`src/rtl/mem_resp_queue_pkg.sv`:
```
// Shared definitions for the memory response queue: load-op encoding,
// default sizing and the width of one recorded request.
package mem_resp_queue_pkg;

    localparam int LOAD_OP_W = 5;

    // One-hot bit positions inside load_op {w,b,bu,h,hu}; all-zero means store.
    localparam int OP_W  = 4;
    localparam int OP_B  = 3;
    localparam int OP_BU = 2;
    localparam int OP_H  = 1;
    localparam int OP_HU = 0;

    localparam int DEFAULT_DEPTH = 2;
    localparam int DEFAULT_TAG_W = 38;

    typedef logic [LOAD_OP_W-1:0] load_op_t;

    function automatic int req_bus_w(input int tag_w);
        return LOAD_OP_W + 2 + tag_w;
    endfunction

endpackage

```
`src/rtl/mem_resp_queue_load_extract.sv`:
```
// Combinational load data extraction: selects byte/half/word from a 32-bit
// read word by address offset and sign/zero extends it. Stores yield zero.
module mem_resp_queue_load_extract
    import mem_resp_queue_pkg::*;
(
    input  logic [LOAD_OP_W-1:0] load_op,
    input  logic [1:0]           off,
    input  logic [31:0]          rdata,
    output logic [31:0]          result
);

    logic [7:0]  byte_sel;
    logic [15:0] half_sel;

    always_comb begin
        byte_sel = rdata[{off, 3'b000} +: 8];
        half_sel = off[1] ? rdata[31:16] : rdata[15:0];
        result   = '0;
        if (load_op[OP_W]) begin
            result = rdata;
        end else if (load_op[OP_B]) begin
            result = {{24{byte_sel[7]}}, byte_sel};
        end else if (load_op[OP_BU]) begin
            result = {24'b0, byte_sel};
        end else if (load_op[OP_H]) begin
            result = {{16{half_sel[15]}}, half_sel};
        end else if (load_op[OP_HU]) begin
            result = {16'b0, half_sel};
        end
    end

endmodule

```
`src/rtl/mem_resp_queue.sv`:
```
// Outstanding data-sram request queue: records accepted requests, matches
// in-order data_ok responses, and retires extracted results to WB in order.
module mem_resp_queue
    import mem_resp_queue_pkg::*;
#(
    parameter  int DEPTH = DEFAULT_DEPTH,
    parameter  int TAG_W = DEFAULT_TAG_W,
    localparam int CNT_W = $clog2(DEPTH) + 1
) (
    input  logic                 clk,
    input  logic                 resetn,
    input  logic                 req_fire,
    input  logic [LOAD_OP_W-1:0] req_load_op,
    input  logic [1:0]           req_off,
    input  logic [TAG_W-1:0]     req_tag,
    input  logic                 data_ok,
    input  logic [31:0]          data_rdata,
    input  logic                 flush,
    output logic                 out_valid,
    input  logic                 out_ready,
    output logic [31:0]          out_result,
    output logic [TAG_W-1:0]     out_tag,
    output logic                 out_is_store,
    output logic                 q_full,
    output logic                 q_empty,
    output logic                 proto_err
);

    localparam int PTR_W = $clog2(DEPTH);
    localparam int REQ_W = req_bus_w(TAG_W);

    logic [REQ_W-1:0] req_mem   [DEPTH];
    logic [31:0]      rdata_mem [DEPTH];
    logic [DEPTH-1:0] done_q;
    logic [PTR_W-1:0] wr_ptr, resp_ptr, rd_ptr;
    logic [CNT_W-1:0] occ, discard_cnt;
    logic             proto_err_q;

    logic [CNT_W-1:0] done_cnt, undone_cnt, flush_owed, flush_discard;
    logic [CNT_W:0]   load_sum;
    logic             enq, deq, resp_take, discard_take, stray, flush_err, err_set;

    load_op_t         head_op;
    logic [1:0]       head_off;

    // A slot's done bit is set only while it holds a live entry, so the
    // number of live entries still owed a response is occ minus done bits.
    always_comb begin
        done_cnt = '0;
        for (int i = 0; i < DEPTH; i++) begin
            done_cnt = done_cnt + CNT_W'(done_q[i]);
        end
    end

    assign undone_cnt = occ - done_cnt;
    assign load_sum   = {1'b0, occ} + {1'b0, discard_cnt};
    assign q_full     = load_sum >= (CNT_W+1)'(DEPTH);
    assign q_empty    = (occ == '0) && (discard_cnt == '0);

    // WB handshake: a result transfers on any cycle where out_valid and
    // out_ready are both high; out_valid never drops until that happens
    // (except on flush/reset), and head payload holds stable meanwhile.
    assign out_valid = done_q[rd_ptr];
    assign enq       = req_fire & ~q_full & ~flush;
    assign deq       = out_valid & out_ready & ~flush;

    assign discard_take = data_ok & (discard_cnt != '0);
    assign resp_take    = data_ok & (discard_cnt == '0) & (undone_cnt != '0) & ~flush;
    assign stray        = data_ok & (discard_cnt == '0) & (undone_cnt == '0);

    // Everything still owed by the sram at flush time becomes discard work;
    // a coincident data_ok pays off one of those owed responses.
    assign flush_owed = discard_cnt + undone_cnt + CNT_W'(req_fire);
    always_comb begin
        flush_discard = flush_owed;
        flush_err     = 1'b0;
        if (data_ok) begin
            if (flush_owed == '0) begin
                flush_err = 1'b1;
            end else begin
                flush_discard = flush_owed - CNT_W'(1);
            end
        end
    end

    assign err_set = flush ? flush_err : ((req_fire & q_full) | stray);

    always_ff @(posedge clk) begin
        if (enq) begin
            req_mem[wr_ptr] <= {req_load_op, req_off, req_tag};
        end
        if (resp_take) begin
            rdata_mem[resp_ptr] <= data_rdata;
        end
    end

    always_ff @(posedge clk or negedge resetn) begin
        if (!resetn) begin
            wr_ptr      <= '0;
            resp_ptr    <= '0;
            rd_ptr      <= '0;
            occ         <= '0;
            discard_cnt <= '0;
            done_q      <= '0;
            proto_err_q <= 1'b0;
        end else if (flush) begin
            wr_ptr      <= '0;
            resp_ptr    <= '0;
            rd_ptr      <= '0;
            occ         <= '0;
            discard_cnt <= flush_discard;
            done_q      <= '0;
            proto_err_q <= proto_err_q | err_set;
        end else begin
            proto_err_q <= proto_err_q | err_set;
            if (enq) begin
                done_q[wr_ptr] <= 1'b0;
                wr_ptr         <= wr_ptr + PTR_W'(1);
            end
            if (resp_take) begin
                done_q[resp_ptr] <= 1'b1;
                resp_ptr         <= resp_ptr + PTR_W'(1);
            end else if (discard_take) begin
                discard_cnt <= discard_cnt - CNT_W'(1);
            end
            if (deq) begin
                done_q[rd_ptr] <= 1'b0;
                rd_ptr         <= rd_ptr + PTR_W'(1);
            end
            if (enq && !deq) begin
                occ <= occ + CNT_W'(1);
            end else if (deq && !enq) begin
                occ <= occ - CNT_W'(1);
            end
        end
    end

    assign {head_op, head_off, out_tag} = req_mem[rd_ptr];
    assign out_is_store = (head_op == '0);
    assign proto_err    = proto_err_q;

    mem_resp_queue_load_extract u_extract (
        .load_op (head_op),
        .off     (head_off),
        .rdata   (rdata_mem[rd_ptr]),
        .result  (out_result)
    );

endmodule

```
`config.mk`:
```
export PLATFORM = sky130hd
export DESIGN_NAME = mem_resp_queue
export DESIGN_NICKNAME = d
export VERILOG_FILES = /design/src/rtl/mem_resp_queue_pkg.sv /design/src/rtl/mem_resp_queue_load_extract.sv /design/src/rtl/mem_resp_queue.sv
export SDC_FILE = /design/constraint.sdc
export NUM_CORES = 1
export LEC_CHECK = 0
export BUFFER_PORTS_ARGS = -buffer_cell sky130_fd_sc_hd__buf_2
export CORE_MARGIN = 4
export CORE_UTILIZATION = 54
export DETAILED_ROUTE_END_ITERATION = 8
export HOLD_SLACK_MARGIN = 0.15
export PLACE_DENSITY = 0.85
export RECOVER_POWER = 50
export SLEW_MARGIN = 25
export SYNTH_ARGS = -nofsm -noshare
export SYNTH_HDL_FRONTEND = slang
export SYNTH_SLANG_ARGS = --single-unit
```
`constraint.sdc`:
```
create_clock -name clk -period 6.7 [get_ports clk]
set_input_delay 1.005 -clock clk [delete_from_list [all_inputs] [get_ports clk]]
set_output_delay 1.005 -clock clk [all_outputs]
set_load 0.05 [all_outputs]
```
# After elaboration in Yosys (flattened, before gate mapping)
# Memories as Yosys holds them, arrays and structs flattened.
# Index checks and enable logic that the tools add are counted.
dict set report op_classes {
  n_div 0
  addsub 12
  n_reduce_logical 21
  multipliers 0
  n_mux 41
  magnitude_cmp 7
  n_shift 1
  eq_ne 1
  n_bitwise 19
}
# cell n
set op_table {}
lappend op_table {{$mux W32} 4}
lappend op_table {{$mux W16} 2}
lappend op_table {{$shiftx A32 B6 Y8} 1}
lappend op_table {{$mux W2} 14}
lappend op_table {{$mux W1} 18}
lappend op_table {{$reduce_bool A2 Y1} 6}
lappend op_table {{$and A1 B1 Y1} 10}
lappend op_table {{$logic_not A2 Y1} 4}
lappend op_table {{$logic_and A1 B1 Y1} 6}
lappend op_table {{$lt A1 B2 Y1 const B} 3}
lappend op_table {{$sub A2 B1 Y2 const B} 3}
lappend op_table {{$logic_not A5 Y1} 1}
lappend op_table {{$and A2 B2 Y2} 2}
lappend op_table {{$not A2 Y2} 2}
lappend op_table {{$add A1 B1 Y1 const B} 3}
lappend op_table {{$add A2 B2 Y3} 1}
lappend op_table {{$demux W1 S1} 3}
lappend op_table {{$ge A1 B1 Y1 const B} 3}
lappend op_table {{$ge A3 B2 Y1 const B} 1}
lappend op_table {{$reduce_bool A3 Y1} 1}
lappend op_table {{$add A1 B1 Y2} 1}
lappend op_table {{$add A2 B1 Y2} 1}
lappend op_table {{$add A2 B1 Y2 const B} 1}
lappend op_table {{$add A2 B2 Y2} 1}
lappend op_table {{7 further kinds} 10}
dict set report totals {
  wordCells 111
  ram_bits 154
  output_inout_bits 75
  romBits 0
  latchBits 0
  memories 2
  in_bits 83
  regBits 10
}
# memory words word_bits read_ports rd_ports_with_merged_regs wr line_no
set mem_list {}
lappend mem_list {req_mem 2 45 1 0 1 mem_resp_queue.sv:32} ;# logic [REQ_W-1:0] req_mem [DEPTH];
lappend mem_list {rdata_mem 2 32 1 0 1 mem_resp_queue.sv:33} ;# logic [31:0] rdata_mem [DEPTH];

# Depth between registers and ports, before layout
# Gate-level depths: netlist of run 1.
dict set report logic_depth {
  word_depth 14
  ltp_mapped 10
  ltp_nobuf 10
}

# By module
# A second synthesis of run 1 with hierarchy kept.
dict set report unflattened {
  hier_cells 430
  area_unflattened_um2 7010.5
}
# module cells_per_inst instances seq_area_each_um2 area_each_um2
set modules_own_cells {}
lappend modules_own_cells {mem_resp_queue 323 1 4874.7 6304.8}
lappend modules_own_cells {mem_resp_queue_load_extract 107 1 0.0 705.7}

# Worst setup path after synthesis of run 1
# OpenSTA, ideal clock, no wires.
dict set report synth_timing {
  path_kind {flip-flop to flip-flop}
  start {register occ[0]}
  end {register done_q[0]}
  slack_ps 1451
  path_stages_with_launch 9
  arrival_time_ps 5112
  synth_period_minus_slack_ps 5249
  path_buffers 1
  setup_ps 137
  t_required_ps 6563
  path_cell_list {dfrtp_1 inv_1 nor2_1 fa_1 or3b_2 buf_1 nor3_1 nand2b_1 a211oi_1}
}
dict set report synth_via {
  elab_chain_cells 13
  elab_cells_between_ends 17
  classes_between {2 x add/sub; 1 x order compare; 6 x mux; 7 x bitwise; 1 x reduce/logical}
}
# item line_no
set synth_lines {}
lappend synth_lines {{start: declaration} mem_resp_queue.sv:36} ;# logic [CNT_W-1:0] occ, discard_cnt;
lappend synth_lines {{start signal: assignment} mem_resp_queue.sv:131} ;# occ <= occ + CNT_W'(1);
lappend synth_lines {{start signal: assignment} mem_resp_queue.sv:133} ;# occ <= occ - CNT_W'(1);
lappend synth_lines {{$add A2 B2 Y3} mem_resp_queue.sv:56} ;# assign load_sum = {1'b0, occ} + {1'b0, discard_cnt};
lappend synth_lines {{$ge A3 B2 Y1} mem_resp_queue.sv:57} ;# assign q_full = load_sum >= (CNT_W+1)'(DEPTH);
lappend synth_lines {{$not A1 Y1} mem_resp_queue.sv:64} ;# assign enq = req_fire & ~q_full & ~flush;
lappend synth_lines {{$and A1 B1 Y1 (2 in a row)} mem_resp_queue.sv:64}
lappend synth_lines {{$mux W2} mem_resp_queue.sv:116} ;# if (enq) begin
lappend synth_lines {{$mux W2} mem_resp_queue.sv:106} ;# end else if (flush) begin
lappend synth_lines {{$or A2 B2 Y2 (no line)} n/a}
lappend synth_lines {{$mux W2 (*)} mem_resp_queue.sv:120} ;# if (resp_take) begin
lappend synth_lines {{$mux W2 (*)} mem_resp_queue.sv:106}
lappend synth_lines {{$and A2 B2 Y2 (no line)} n/a}
lappend synth_lines {{$mux W2 (*)} mem_resp_queue.sv:126} ;# if (deq) begin
lappend synth_lines {{$mux W2 (*)} mem_resp_queue.sv:106}
lappend synth_lines {{end signal: assignment} mem_resp_queue.sv:104} ;# done_q <= '0;
lappend synth_lines {{end signal: assignment} mem_resp_queue.sv:112} ;# done_q <= '0;
lappend synth_lines {{end signal: indexed assignment} mem_resp_queue.sv:127} ;# done_q[rd_ptr] <= 1'b0;
lappend synth_lines {{end: declaration} mem_resp_queue.sv:34} ;# logic [DEPTH-1:0] done_q;
# Mark *: on every way between the ends. The rest lies on a longest branch, timed or not. The select of a mux whose other input is x is not followed.
# A chain may end at the register's enable or synchronous reset.

# Worst setup path after layout of run 1
dict set report layout_timing {
  start {register rd_ptr}
  end {output out_tag[23]}
}
dict set report layout_via {
  elab_chain_cells 1
}
# item line_no
set layout_lines {}
lappend layout_lines {{start: declaration} mem_resp_queue.sv:35} ;# logic [PTR_W-1:0] wr_ptr, resp_ptr, rd_ptr;
lappend layout_lines {{start signal: assignment} mem_resp_queue.sv:128} ;# rd_ptr <= rd_ptr + PTR_W'(1);
lappend layout_lines {{$mem_v2 Z2 W45} n/a}
lappend layout_lines {{end: declaration} mem_resp_queue.sv:22} ;# output logic [TAG_W-1:0] out_tag,
# No other way between the ends.

==> results of run 1 <==
stage by stage:
step	hold slack (ps)	area [um^2]	total power [mW]	cells
after global routing	509	8390	3.69	756
after detailed placement	465	7940	2.68	728
final	477	8390	3.52	756
after floorplan	535	7020	2.41	414
after global placement	455	7940	2.65	728
after CTS	439	8460	3.54	756
sequential cells by signal (all words and copies together) (netlist names):
signal,count
wr_ptr,1
resp_ptr,1
occ,2
rd_ptr,1
req_mem,90
done_q,2
discard_cnt,2
proto_err,1
rdata_mem,64
cell type report:
cell class | count | area, um^2 | share of cell area (%)
Tap cell | 172 | 215 | 2.57
Inverter | 8 | 30.0 | 0.358
Clock buffer | 19 | 433 | 5.16
Timing Repair Buffer | 163 | 771 | 9.19
Multi-Input combinational cell | 221 | 1980 | 23.6
Clock inverter | 9 | 82.6 | 0.985
Sequential cell | 164 | 4880 | 58.2
worst paths after layout:
kind	end	slack, ps
worst max-delay path	out_tag[23]	1910
worst min-delay path	proto_err$_DFF_PN0_	480
worst max register to register	req_mem[0][38]$_DFFE_PP_	2520
worst min register to register	proto_err$_DFF_PN0_	480
max in group asynchronous	rd_ptr$_DFFE_PN0P_	5660
min in group asynchronous	proto_err$_DFF_PN0_	580
layer usage:
layer | global-route usage (%) | part of all wire, % | up-vias
met4 | 8.26 | 1.5 | 4
met1 | 22.9 | 40 | 2009
met3 | 6.36 | 8.3 | 17
li1 | - | - | 1945
met5 | 0 | 0.17 | -
met2 | 31.8 | 50 | 148
power by group through the flow:
stage / combinational (mW) / sequential (mW) / clock, mW
after floorplan: 1.09 / 1.32 / 0
after global placement: 1.31 / 1.34 / 0
after detailed placement: 1.34 / 1.34 / 0
after CTS: 1.35 / 1.32 / 0.876
after global routing: 1.42 / 1.34 / 0.923
final: 1.34 / 1.33 / 0.853
cell families (layout without fill, tap and decap cells):
group | Yosys count | in the layout | share of synthesized area, %
DFF | 164 | 164 | 69.5
muxes | 89 | 89 | 13.6
AOI/OAI and AO/OA | 62 | 62 | 7.44
and+or+nand+nor | 57 | 57 | 4.55
buffers and inverters | 29 | 199 | 2.43
xor gates and xnor gates | 7 | 7 | 1.07
adders and majority gates | 6 | 6 | 1.39
cell usage in the layout (no fill, tap or decap), types with 7 or more instances in the layout:
cell type / instances
nand2b_1: 8
a22oi_1: 24
o221ai_2: 7
mux2i_1: 46
clkbuf_1: 45
nand2_1: 13
a21oi_1: 13
dfrtp_1: 9
clkbuf_16: 17
inv_1: 8
nor2_1: 13
mux2_2: 39
buf_2: 115
edfxtp_1: 154
worst max-delay path, cell delays in order, from the launching register on:
cell	delay, ps
dfrtp_4	880
clkbuf_1	1730
mux2_2	450
buf_2	270
==> metrics.md, run 1 <==
| Metric | Value |
|---|---|
| Post-route core utilization | `66.2%` |
| Max IR drop VDD | `0.000259 V` |
| Max-cap check violation count | `2` |
| Clock period minus final worst setup slack | `4790 ps` |
| Final WL | `13,800 um` |
| Via count of the first global-routing pass | `4,275` |
| DR vias/cell | `5.45` |
| RR Startpoint | `occ[0]$_DFFE_PN0P_` |
| CTS sink count | `164` |
| CTS Hold Buffers Added | `0` |
| All-layer global routing usage | `19.1%` |
| Peak fanout along the critical path | `45` |
| Largest net degree at the start of global routing | `47` |
| Flop pwr share | `37.7%` |
| Endpoints failing setup | `0` |
| Starting density of the core | `55.4%` |
| Initial antenna violation count | `2` |
| Setup Crit Path Kind | `flop to primary output` |
| RSZ-0062 raised after global routing | `no` |
| Setup TNS | `0 ps` |
| CTS tree | `built` |
| Min-Delay Startpoint | `proto_err$_DFF_PN0_` |
| Core Box Area | `12,700 um^2` |
| Die span in x | `122 um` |
| Cts bufs inserted | `17` |
| Skew-Pair Late Insertion Delay | `420 ps` |
| Pwr Density | `419 nW/um^2` |
| Cells on worst reg2reg path | `6` |
| Setup crit end kind | `primary output` |
| Synth Flop Type | `edfxtp_1` |
| Critical path launch point | `rd_ptr$_DFFE_PN0P_` |
| Die Height | `122 um` |
| Synth Net Count | `503` |
| Net Sw Frac | `38.9%` |
| # fillers | `901` |
| H-tree depth | `4` |
| Sw power | `1.37 mW` |
| CP required | `5690 ps` |
| Hold path depth | `1` |
| Number of enable flip-flop cells after synthesis | `154` |
| Post-Syn Instances | `414` |
| Root Buffer | `clkbuf_16` |
| Final ANT Viol Nets | `0` |
| Final setup margin | `1910 ps` |
| Global route total overflow | `0` |
| Share of cells above drive strength 1 | `35.3%` |
| Leakage | `2.96 nW` |
| Boundary pin count | `158` |
| Row Count | `41` |
| Failing checks | `capacitance limit, slew limit` |
| PostCTS Resize Cnt | `0` |
| Async set-reset flop share out of synthesis | `6.10%` |
| Drt drc | `0` |
| Pint | `2.15 mW` |
| DR iter-0 viols | `323` |
| Post-synthesis sequential area ratio | `69.5%` |
| Synth top area share | `65.9%` |
| Global-route wire length before repair | `21,500 um` |
| I/O Buffers | `157` |
| DR pass1 iterations | `5` |
| Final period util | `71.4%` |
| Max-slew violation count | `90` |
| Crit path launch type | `flop` |
| Register bit total from synthesis | `164` |
| YS warnings | `0` |
| Post-synth top area cell | `edfxtp_1` |
| Routed length per instance | `18.2 um` |
| Area of the die | `14,900 um^2` |
| P&R area growth vs syn | `19.5%` |
| Post-CTS Setup Bufs | `0` |
| Post-synthesis area per instance | `16.9 um^2` |
| Post-synth top cells | `154 x edfxtp_1, 46 x mux2i_1, 39 x mux2_2` |
| Fmax | `0.209 GHz` |
| Outcome | `finished with violations` |
| Largest cells by area after synthesis | `edfxtp_1 66%, mux2i_1 6.6%, mux2_2 6.3%` |
| Worst-margin pin slew | `2650 ps` |
| Worst Path Arrival | `3780 ps` |
| Count leader, synth | `edfxtp_1` |
| Final HPWL DP | `9710 um` |
| Place WS | `2770 ps` |
| Clock Power Share | `24.3%` |
| CTS max path bufs | `2` |
| Layout net count | `664` |
| Logic pwr share | `38.0%` |
| Ant diodes | `0` |
| Final Hold Fails | `0` |
| Number of distinct library cells after synthesis | `51` |
| Clock-pin slew of the registers on the worst-case setup and hold paths | `60 ps` |
| Post-Route Skew | `10.5 ps` |
| Min-Delay Path Class | `flop to flop` |
| Routability cong. | `0.855` |
| Slew HR | `-76.4%` |
| Via count | `4,123` |
| Post-Syn Area | `7020 um^2` |
Note: power is estimated with default switching activity, not from simulation.
==> inputs of run 2 (changes only) <==
==> constraint.sdc (replaced) <==
create_clock -name clk -period 4.7 [get_ports clk]
set_input_delay 0.705 -clock clk [delete_from_list [all_inputs] [get_ports clk]]
set_output_delay 0.705 -clock clk [all_outputs]
set_load 0.05 [all_outputs]
==> run 2 against run 1 <==
Net effect:
- the flow still finishes with violations (capacitance limit, slew limit)
- utilization is 0.40 points higher
- register-to-register slack worse by 1900 ps
- wire length is 1.4% higher
- non-clock buffer count rose by 1
- sequential cell count stayed put
- critical path type unchanged
- largest cell class unchanged
==> metrics.md, run 2 (synthesis results as in run 1) <==
| Metric | Value |
|---|---|
| Leakage | `2.96 nW (about the same)` |
| Area of the die | `14,900 um^2 (unchanged)` |
| Most common cell after layout, fill and taps aside | `edfxtp_1 (unchanged)` |
| Global route hottest layer | `met2 (unchanged)` |
| Worst Path Arrival | `3470 ps (was 3780 ps)` |
| Crit path launch type | `flop (unchanged)` |
| Commonest cells after routing, fill and taps aside | `154 x edfxtp_1, 110 x buf_2, 48 x clkbuf_1, 46 x mux2i_1, 39 x mux2_2 (was 154 x edfxtp_1, 115 x buf_2, 46 x mux2i_1, 45 x clkbuf_1, 39 x mux2_2)` |
| Row Count | `41 (unchanged)` |
| Met3 usage | `7.20% (was 6.36%)` |
| DR iter-0 viols | `286 (was 323)` |
| All-layer global routing usage | `19.4% (was 19.1%)` |
| Final period util | `88.9%` |
| CP required | `3990 ps (was 5690 ps)` |
| Final WL | `14,000 um (was 13,800 um)` |
| Placed inst area | `7980 um^2 (was 7940 um^2)` |
| RSZ-0062 raised after global routing | `no (unchanged)` |
| Global route total overflow | `0 (unchanged)` |
| Setup TNS | `0 ps (unchanged)` |
| Global-route wire length before repair | `21,700 um (was 21,500 um)` |
| Largest Register | `req_mem (unchanged)` |
| Final ANT Viol Nets | `0 (unchanged)` |
| Clock period minus final worst setup slack | `4180 ps` |
| Skew-Pair Late Insertion Delay | `420 ps (about the same)` |
| Met1 Usage GRT | `22.7% (was 22.9%)` |
| H-tree depth | `4 (unchanged)` |
| Max IR drop VDD | `0.000386 V (was 0.000259 V)` |
| Max reg flops | `90 (unchanged)` |
| DR vias/cell | `5.47 (was 5.45)` |
| Cts bufs inserted | `17 (unchanged)` |
| Failing checks | `capacitance limit, slew limit (unchanged)` |
| P&R area growth vs syn | `20.3% (was 19.5%)` |
| Reg2Reg Setup Slack | `640 ps (was 2520 ps)` |
| Final Hold Fails | `0 (unchanged)` |
| Die Height | `122 um (unchanged)` |
| Fmax | `0.239 GHz` |
| CTS sink count | `164 (unchanged)` |
| Largest net degree at the start of global routing | `61 (was 47)` |
| Setup crit end kind | `primary output (unchanged)` |
| Fin area | `8440 um^2 (was 8390 um^2)` |
| Via count of the first global-routing pass | `4,235 (was 4,275)` |
| Layout net count | `665 (was 664)` |
| Outcome | `finished with violations (unchanged)` |
| CTS tree | `built (unchanged)` |
| Peak fanout along the critical path | `60 (was 45)` |
| Drt drc | `0 (unchanged)` |
| Via count | `4,160 (was 4,123)` |
| Worst-margin pin slew | `2340 ps (was 2650 ps)` |
| I/O Buffers | `157 (unchanged)` |
| Root Buffer | `clkbuf_16 (unchanged)` |
| Boundary pin count | `158 (unchanged)` |
| Max-cap check violation count | `2 (unchanged)` |
| Share of cells above drive strength 1 | `34.9% (was 35.3%)` |
| Routed length per instance | `18.4 um (was 18.2 um)` |
| Starting density of the core | `55.4% (unchanged)` |
| Post-Route Skew | `7.35 ps (was 10.5 ps)` |
| Initial antenna violation count | `4 (was 2)` |
| Final HPWL DP | `9920 um (was 9710 um)` |
| DR pass1 iterations | `5 (unchanged)` |
| Endpoints failing setup | `0 (unchanged)` |
| Max-slew violation count | `32 (was 90)` |
| Clock-pin slew of the registers on the worst-case setup and hold paths | `70 ps (was 60 ps)` |
| M2 GR Usage | `33.0% (was 31.8%)` |
| Routability cong. | `0.833 (was 0.855)` |
| Pwr Density | `595 nW/um^2 (was 419 nW/um^2)` |
| Top flop regs | `req_mem: 90 flops, rdata_mem: 64 flops (unchanged)` |
| Post-CTS Setup Bufs | `0 (unchanged)` |
| Min-Delay Path Class | `input port to flop (was flop to flop)` |
| CTS max path bufs | `2 (unchanged)` |
| Setup Crit Path Kind | `flop to primary output (unchanged)` |
| Slew HR | `-57.0% (was -76.4%)` |
| Core Box Area | `12,700 um^2 (unchanged)` |
| Die span in x | `122 um (unchanged)` |
run 2: cell types whose count changed in the layout (fill, tap and decap cells not counted), moves of 2 or more:
cell,change
buf_2,-5
clkbuf_1,+3
buf_12,+2
clkinvlp_4,+2
inv_6,+2
run 2: report_power, final:
part | internal [mW] | switching, mW | leakage [nW]
clock | 0.677 | 0.550 | 0.253
sequential | 1.80 | 0.0994 | 1.52
combinational | 0.558 | 1.34 | 1.19
total | 3.03 | 1.99 | 2.96
run 2: area by class of cell:
| class | instances | area, um^2 |
|---|---|---|
| Inverter | 8 | 30.0 |
| Timing Repair Buffer | 164 | 803 |
| Multi-Input combinational cell | 221 | 1980 |
| Tap cell | 172 | 215 |
| Clock buffer | 17 | 425 |
| Antenna cell | 1 | 2.50 |
| Fill cell | 946 | 4230 |
| Sequential cell | 164 | 4880 |
| Clock inverter | 14 | 104 |
run 2: through the flow:
stage	hold slack (ps)	cells	utilization (%)	worst slack [ps]	power, mW
after floorplan	409	414	-	835	3.44
after global placement	459	728	63.0	1120	3.80
after detailed placement	495	728	63.0	941	3.85
after CTS	451	760	67.3	511	5.09
after global routing	443	761	66.6	294	5.26
final	470	761	66.6	523	5.02
run 2: repair_timing:
action | in CTS | in global routing
resized for setup | 0 | 0
hold buffers | 1 | 0
hold endpoints to repair | 10 | 0
setup endpoints to repair | 0 | 0
run 2: worst paths after layout:
kind | cells after the start | to | start
worst max-delay path | 5 | out_result[31] | rd_ptr$_DFFE_PN0P_
worst min-delay path | 1 | req_mem[0][0]$_DFFE_PP_ | req_tag[0]
worst max register to register | 6 | req_mem[1][11]$_DFFE_PP_ | occ[0]$_DFFE_PN0P_
worst min register to register | 1 | proto_err$_DFF_PN0_ | proto_err$_DFF_PN0_
max in group asynchronous | 2 | rd_ptr$_DFFE_PN0P_ | resetn
min in group asynchronous | 2 | occ[1]$_DFFE_PN0P_ | resetn
run 2: layer usage:
layer	wire length [um]	vias to the layer above
li1	-	1954
met1	5380	2018
met2	7200	159
met3	1130	23
met4	216	6
met5	42	-
run 2: worst max-delay path: stages, from the launching register on:
cell	delay (ps)
dfrtp_4	1020
mux2i_2	530
mux2i_1	190
a22oi_2	800
a22oi_1	210
buf_2	280
